### config.mk
export PLATFORM = sky130hd
export DESIGN_NAME = rc5_core_flat
export DESIGN_NICKNAME = d
export VERILOG_FILES = /design/src/rtl/rc5_core_if.sv /design/src/rtl/rc5_core.sv /design/src/flat_wrapper.sv
export SDC_FILE = /design/constraint.sdc
export NUM_CORES = 1
export LEC_CHECK = 0
export CAP_MARGIN = 10
export CORE_ASPECT_RATIO = 0.9
export CORE_UTILIZATION = 65
export CTS_BUF_LIST = sky130_fd_sc_hd__clkbuf_8
export DETAILED_ROUTE_END_ITERATION = 12
export HOLD_SLACK_MARGIN = 0.06
export PLACE_DENSITY = 0.83
export SLEW_MARGIN = 20
export SYNTH_ARGS = -nofsm -noshare
export SYNTH_HDL_FRONTEND = slang
export SYNTH_SLANG_ARGS = --single-unit
### constraint.sdc
create_clock -name clk -period 20.3 [get_ports clk]
set_clock_uncertainty 0.1 [all_clocks]
set_input_delay 2.03 -clock clk [delete_from_list [all_inputs] [get_ports clk]]
set_output_delay 2.03 -clock clk [all_outputs]
set_load 0.02 [all_outputs]
### src/rtl/rc5_core_if.sv
// Host/key-schedule handshake bundle for rc5_core: block in, block out, subkey write port.
interface rc5_core_if #(
    parameter int W  = 16,
    parameter int AW = 6
);
    logic           in_valid;
    logic           in_ready;
    logic           in_mode;
    logic [7:0]     in_rounds;
    logic [2*W-1:0] in_data;
    logic           out_valid;
    logic           out_ready;
    logic [2*W-1:0] out_data;
    logic           sk_we;
    logic [AW-1:0]  sk_addr;
    logic [W-1:0]   sk_data;
    logic           sk_ready;

    modport master (
        output in_valid, in_mode, in_rounds, in_data, out_ready, sk_we, sk_addr, sk_data,
        input  in_ready, out_valid, out_data, sk_ready
    );

    modport slave (
        input  in_valid, in_mode, in_rounds, in_data, out_ready, sk_we, sk_addr, sk_data,
        output in_ready, out_valid, out_data, sk_ready
    );
endinterface

### src/rtl/rc5_core.sv
// Iterative RC5-W/r engine: one round per clock, encrypt or decrypt, register-file subkey table.
module rc5_core #(
    parameter int W          = 16,
    parameter int MAX_ROUNDS = 16
) (
    input logic       clk,
    input logic       rst,
    rc5_core_if.slave bus
);
    localparam int LGW = $clog2(W);
    localparam int T   = 2 * (MAX_ROUNDS + 1);
    localparam int AW  = $clog2(T);

    typedef enum logic [1:0] {IDLE, ROUND, DONE} state_t;

    state_t        state, state_nx;
    logic [W-1:0]  a, b;
    logic [W-1:0]  s [T];
    logic          mode;
    logic [7:0]    idx, r_eff, r_in;
    logic [AW-1:0] ka, kb;
    logic [W-1:0]  s_a, s_b;
    logic [W-1:0]  a_enc, b_enc, a_dec, b_dec;
    logic          accept, last;

    function automatic logic [W-1:0] rotl(input logic [W-1:0] x, input logic [LGW-1:0] n);
        logic [2*W-1:0] t;
        t = {x, x} << n;
        return t[2*W-1:W];
    endfunction

    function automatic logic [W-1:0] rotr(input logic [W-1:0] x, input logic [LGW-1:0] n);
        logic [2*W-1:0] t;
        t = {x, x} >> n;
        return t[W-1:0];
    endfunction

    assign r_in          = (bus.in_rounds > 8'(MAX_ROUNDS)) ? 8'(MAX_ROUNDS) : bus.in_rounds;
    assign bus.in_ready  = (state == IDLE) && rst;
    assign bus.sk_ready  = bus.in_ready;
    assign bus.out_valid = (state == DONE);
    assign accept        = bus.in_valid && bus.in_ready;
    assign last          = mode ? (idx == 8'd1) : (idx == r_eff);

    assign ka  = AW'({idx, 1'b0});
    assign kb  = ka | AW'(1);
    assign s_a = s[ka];
    assign s_b = s[kb];

    always_comb begin
        a_enc = rotl(a ^ b, b[LGW-1:0]) + s_a;
        b_enc = rotl(b ^ a_enc, a_enc[LGW-1:0]) + s_b;
        b_dec = rotr(b - s_b, a[LGW-1:0]) ^ a;
        a_dec = rotr(a - s_a, b_dec[LGW-1:0]) ^ b_dec;
    end

    always_ff @(posedge clk or negedge rst) begin
        if (!rst) state <= IDLE;
        else      state <= state_nx;
    end

    always_comb begin
        state_nx = state;
        case (state)
            IDLE:    if (accept) state_nx = (r_in == 8'd0) ? DONE : ROUND;
            ROUND:   if (last) state_nx = DONE;
            DONE:    if (bus.out_ready) state_nx = IDLE;
            default: state_nx = IDLE;
        endcase
    end

    // idx holds on the final round so the subkey read index never leaves the table
    always_ff @(posedge clk or negedge rst) begin
        if (!rst) begin
            a     <= '0;
            b     <= '0;
            idx   <= '0;
            mode  <= 1'b0;
            r_eff <= '0;
        end else if (accept) begin
            mode  <= bus.in_mode;
            r_eff <= r_in;
            if (bus.in_mode) begin
                a   <= bus.in_data[W-1:0];
                b   <= bus.in_data[2*W-1:W];
                idx <= r_in;
            end else begin
                a   <= bus.in_data[W-1:0] + s[0];
                b   <= bus.in_data[2*W-1:W] + s[1];
                idx <= 8'd1;
            end
        end else if (state == ROUND) begin
            a <= mode ? a_dec : a_enc;
            b <= mode ? b_dec : b_enc;
            if (!last) idx <= mode ? idx - 8'd1 : idx + 8'd1;
        end
    end

    always_ff @(posedge clk or negedge rst) begin
        if (!rst) begin
            for (int unsigned i = 0; i < T; i++) s[i] <= '0;
        end else if (bus.sk_we && bus.sk_ready && (int'(bus.sk_addr) < T)) begin
            s[bus.sk_addr] <= bus.sk_data;
        end
    end

    always_comb begin
        bus.out_data = '0;
        if (state == DONE)
            bus.out_data = mode ? {b - s[1], a - s[0]} : {b, a};
    end
endmodule

### src/flat_wrapper.sv
// flat-port wrapper written by rule: the top's interface ports become plain ports
module rc5_core_flat 
#(
    parameter int W          = 16,
    parameter int MAX_ROUNDS = 16
)
  (clk, rst, bus_in_valid, bus_in_mode, bus_in_rounds, bus_in_data, bus_out_ready, bus_sk_we, bus_sk_addr, bus_sk_data, bus_in_ready, bus_out_valid, bus_out_data, bus_sk_ready);
  rc5_core_if #(.W(W), .AW(6)) bus_i ();
  input logic clk;
  input logic rst;
  input wire logic [$bits(bus_i.in_valid)-1:0] bus_in_valid;
  input wire logic [$bits(bus_i.in_mode)-1:0] bus_in_mode;
  input wire logic [$bits(bus_i.in_rounds)-1:0] bus_in_rounds;
  input wire logic [$bits(bus_i.in_data)-1:0] bus_in_data;
  input wire logic [$bits(bus_i.out_ready)-1:0] bus_out_ready;
  input wire logic [$bits(bus_i.sk_we)-1:0] bus_sk_we;
  input wire logic [$bits(bus_i.sk_addr)-1:0] bus_sk_addr;
  input wire logic [$bits(bus_i.sk_data)-1:0] bus_sk_data;
  output wire logic [$bits(bus_i.in_ready)-1:0] bus_in_ready;
  output wire logic [$bits(bus_i.out_valid)-1:0] bus_out_valid;
  output wire logic [$bits(bus_i.out_data)-1:0] bus_out_data;
  output wire logic [$bits(bus_i.sk_ready)-1:0] bus_sk_ready;
  assign bus_i.in_valid = bus_in_valid;
  assign bus_i.in_mode = bus_in_mode;
  assign bus_i.in_rounds = bus_in_rounds;
  assign bus_i.in_data = bus_in_data;
  assign bus_i.out_ready = bus_out_ready;
  assign bus_i.sk_we = bus_sk_we;
  assign bus_i.sk_addr = bus_sk_addr;
  assign bus_i.sk_data = bus_sk_data;
  assign bus_in_ready = bus_i.in_ready;
  assign bus_out_valid = bus_i.out_valid;
  assign bus_out_data = bus_i.out_data;
  assign bus_sk_ready = bus_i.sk_ready;
  rc5_core #(.W(W), .MAX_ROUNDS(MAX_ROUNDS)) u_core (.clk(clk), .rst(rst), .bus(bus_i));
endmodule
==> key figures <==
Status
  • Outcome: complete, no violations

Layout
  • Reg area: 14900 µm²
  • # fillers: 3724
  • Fin area: 41000 µm²
  • Area delta synth->final: 9.79%
  • Nets: between 3k and 4k
  • Non-filler instance count after layout: 4199
  • Layout cells sized above 1: 28.5%
  • Multi-input logic area: 21100 µm²

Timing
  • Worst slew pin tran: 1.04 ns
  • Setup TNS: 0 ns
  • Slew Viols, Final: 0
  • Max_slew headroom: 30.1%
  • Max Freq: approximately 91 MHz
  • Hold WS: 0.402 ns
  • Final Hold Fails: 0
  • RSZ-0062 raised after global routing: false
  • Tmin final: 10.96 ns
  • Final setup fails: 0
  • Crit share post-route: 54.0%

Clock network
  • TritonCTS clock tree: yes
  • Clock slew at reported path FFs: around 0.07 ns
  • Clock Tree Root: clkbuf_8
  • CTS max path bufs: 3
  • Worst skew pair latency: 0.73 ns
  • Post-CTS Setup Repair Bufs: 0
  • Post_cts resized: 0
  • H-tree depth: 3
  • Hold-fix buffers at CTS: 0
  • TritonCTS Buffers: 94
  • Clock sink total: 595

Worst setup path
  • Reg2Reg Setup Slack: 9.34 ns
  • Worst Path Max Fanout: 96
  • WP depth: 32
  • R2r startpoint: u_core.idx[0]
  • CP delay by family, top: compound AO/OA/AOI/OAI gates
  • Crit path buffers/inverters: 2
  • CP max stage delay: about 0.95 ns
  • WP data required: 20.75 ns
  • Crit end category: flip-flop
  • WP data arrival: 11.41 ns
  • R2R depth: 32
  • Critical Path Source Type: flip-flop
  • CP max-delay cell: dfrtp_4
  • Critical R2R Capture: u_core.b[15]
  • Critical path class: reg2reg

Synthesis
  • Cell variety after synth: 89
  • Seq cells post-synth: approximately 600
  • Post-synth ARST share: 100%
  • Number of synthesized flops with an enable pin: 0
  • Synth warn: 0
  • Count leader, synth: dfrtp_1
  • Synth area leaders: dfrtp_1, mux2_2, mux4_2
  • Synth top area share: 39.8%
  • Commonest cells post-synth: dfrtp_1, mux2_2, nor2_1, clkbuf_1, nand2_1
  • Ys flop type: dfrtp_1
  • Post-Syn Nets: 3526
  • Netlist Area Pre-Place: 37400 µm²
  • Average cell area after synthesis: 11.2 µm²
  • Cell count after synthesis: 3325
  • Register area share after synthesis: 39.8%
  • Post-synth top area cell: dfrtp_1

Placement
  • Cells after DPL: 4028
  • Gp weighted congestion: 1.03
  • DP Area: just under 40000 µm²
  • Buffers on Ports: 102
  • Final HPWL DP: 81700 µm

Die
  • Starting Density: 66.5%
  • Die Y: 229 µm
  • Io pins: 103
  • Die area: about 58000 µm²
  • FP Rows: 82
  • Core area: 56200 µm²
  • Die outline width: ~250 µm

GRT
  • Vias in the first global route: 29.6k
  • GRT overflow: 0
  • Initial antenna violation count: 4
  • First-pass GRT wire length: 181000 µm
  • Pin count of the biggest net entering global routing: between 150 and 200
  • GRT Resource Usage Total: 41.6%

Routing
  • DR vias: 29.3k
  • First-pass DRT Iterations: 6
  • WL per Instance: approximately 28 µm
  • Detailed Route WL: 120000 µm
  • Final ANT Viol Nets: 0
  • Drt via density: between 6 and 7
  • Residual DRC: 0
  • DR iter-0 viols: 3462

Hold path
  • Critical hold path startpoint: u_core.r_eff[4]
  • WHS Path Cells: 2
  • WHS Endpoint: u_core.r_eff[4]
  • HP Class: reg2reg

Run
  • Max Cap Violations: 0
[worst max path at each step]
stage	startpoint	endpoint	slack, ns
6_report	u_core.idx[0]	u_core.b[15]	9.34
5_1_grt	u_core.idx[0]	u_core.b[15]	8.70
3_5_place_dp	u_core.idx[0]	u_core.b[15]	9.44
3_3_place_gp	u_core.idx[0]	u_core.b[15]	9.64
4_1_cts	u_core.idx[0]	u_core.b[15]	9.42
2_1_floorplan	u_core.idx[0]	u_core.b[15]	10.82
[placed cells by master (no fill, tap or decap), types with 12 or more instances in the layout]
master | Yosys | routed
mux2_2 | 541 | 541
a21o_1 | 30 | 30
o21bai_1 | 13 | 13
nand2_1 | 182 | 182
clkdlybuf4s50_1 | 0 | 98
a22oi_1 | 38 | 38
dfrtp_1 | 595 | 590
and2_1 | 17 | 17
buf_4 | 2 | 80
xor2_1 | 53 | 53
o21ai_0 | 179 | 179
o21a_1 | 21 | 21
mux2i_1 | 98 | 98
and3_1 | 15 | 15
a21boi_0 | 16 | 16
nand3_1 | 42 | 42
o22ai_1 | 19 | 19
mux4_2 | 174 | 174
nand4_1 | 17 | 17
or3_1 | 12 | 12
ha_1 | 125 | 125
a31oi_1 | 15 | 15
nor2_1 | 224 | 219
a211oi_1 | 33 | 33
a211o_1 | 14 | 14
o211ai_1 | 16 | 16
nand2b_1 | 21 | 21
nor2b_1 | 19 | 19
xnor2_1 | 96 | 95
a21oi_1 | 144 | 144
nor3_1 | 38 | 38
clkbuf_8 | 0 | 116
inv_1 | 125 | 159
[routing by layer]
layer	GRT usage, %	up-vias	part of all wire [%]
met5	0	-	0.013
met4	20.4	2	5.1
met3	11.5	430	11
met2	63.1	1865	46
met1	55.4	14741	38
li1	-	12301	-
[final cells by class]
class,count,share of cell area (%)
diodes,3,0.0183
clock buffers,116,3.89
clock inverters,52,0.772
inverters,128,1.17
multi-input cells,2364,51.5
flip-flops and latches,595,36.3
well taps,756,2.31
repair buffers,185,4.05
[metrics by stage]
stage          setup WS [ns]  utilization [%]
3_5_place_dp            9.44             69.5
2_1_floorplan          10.82                -
6_report                9.34             73.0
3_3_place_gp            9.64             69.5
4_1_cts                 9.42             72.9
5_1_grt                 8.70             73.0
[registers in the layout, summed over array words and instances (netlist names)]
signal and flops:
u_core.state 2, u_core.r_eff 8, u_core.idx 8, u_core.b 16, u_core.a 16, u_core.mode 1
u_core.s 544
[worst reg2reg max path: cells and delay by family (launching register included)]
kind	cells	cell delay, ns
AO/OA/AOI/OAI	18	5.46
buffers and inverters	2	0.82
flip-flops	1	0.95
multiplexers	5	2.05
AND/OR/NAND/NOR	3	0.40
adder cells (fa/ha/maj)	2	0.60
XOR/XNOR	2	0.44
[cells by family (layout without fill, tap and decap cells)]
kind of cell               count (synthesis)  after routing  share of synthesized area [%]
DFF                                      595            595                           39.8
other                                      0              3                              0
xor gates and xnor gates                 149            149                           3.49
adders and majority gates                133            133                           4.61
AOI/OAI and AO/OA                        633            633                           11.0
muxes                                    817            817                           29.6
and+or+nand+nor                          632            632                           7.72
buffers and inverters                    366            481                           3.77
Power is left out: the tool's default activity adds up to more than one toggle a clock period on the data nets, which glitch-free logic cannot reach.
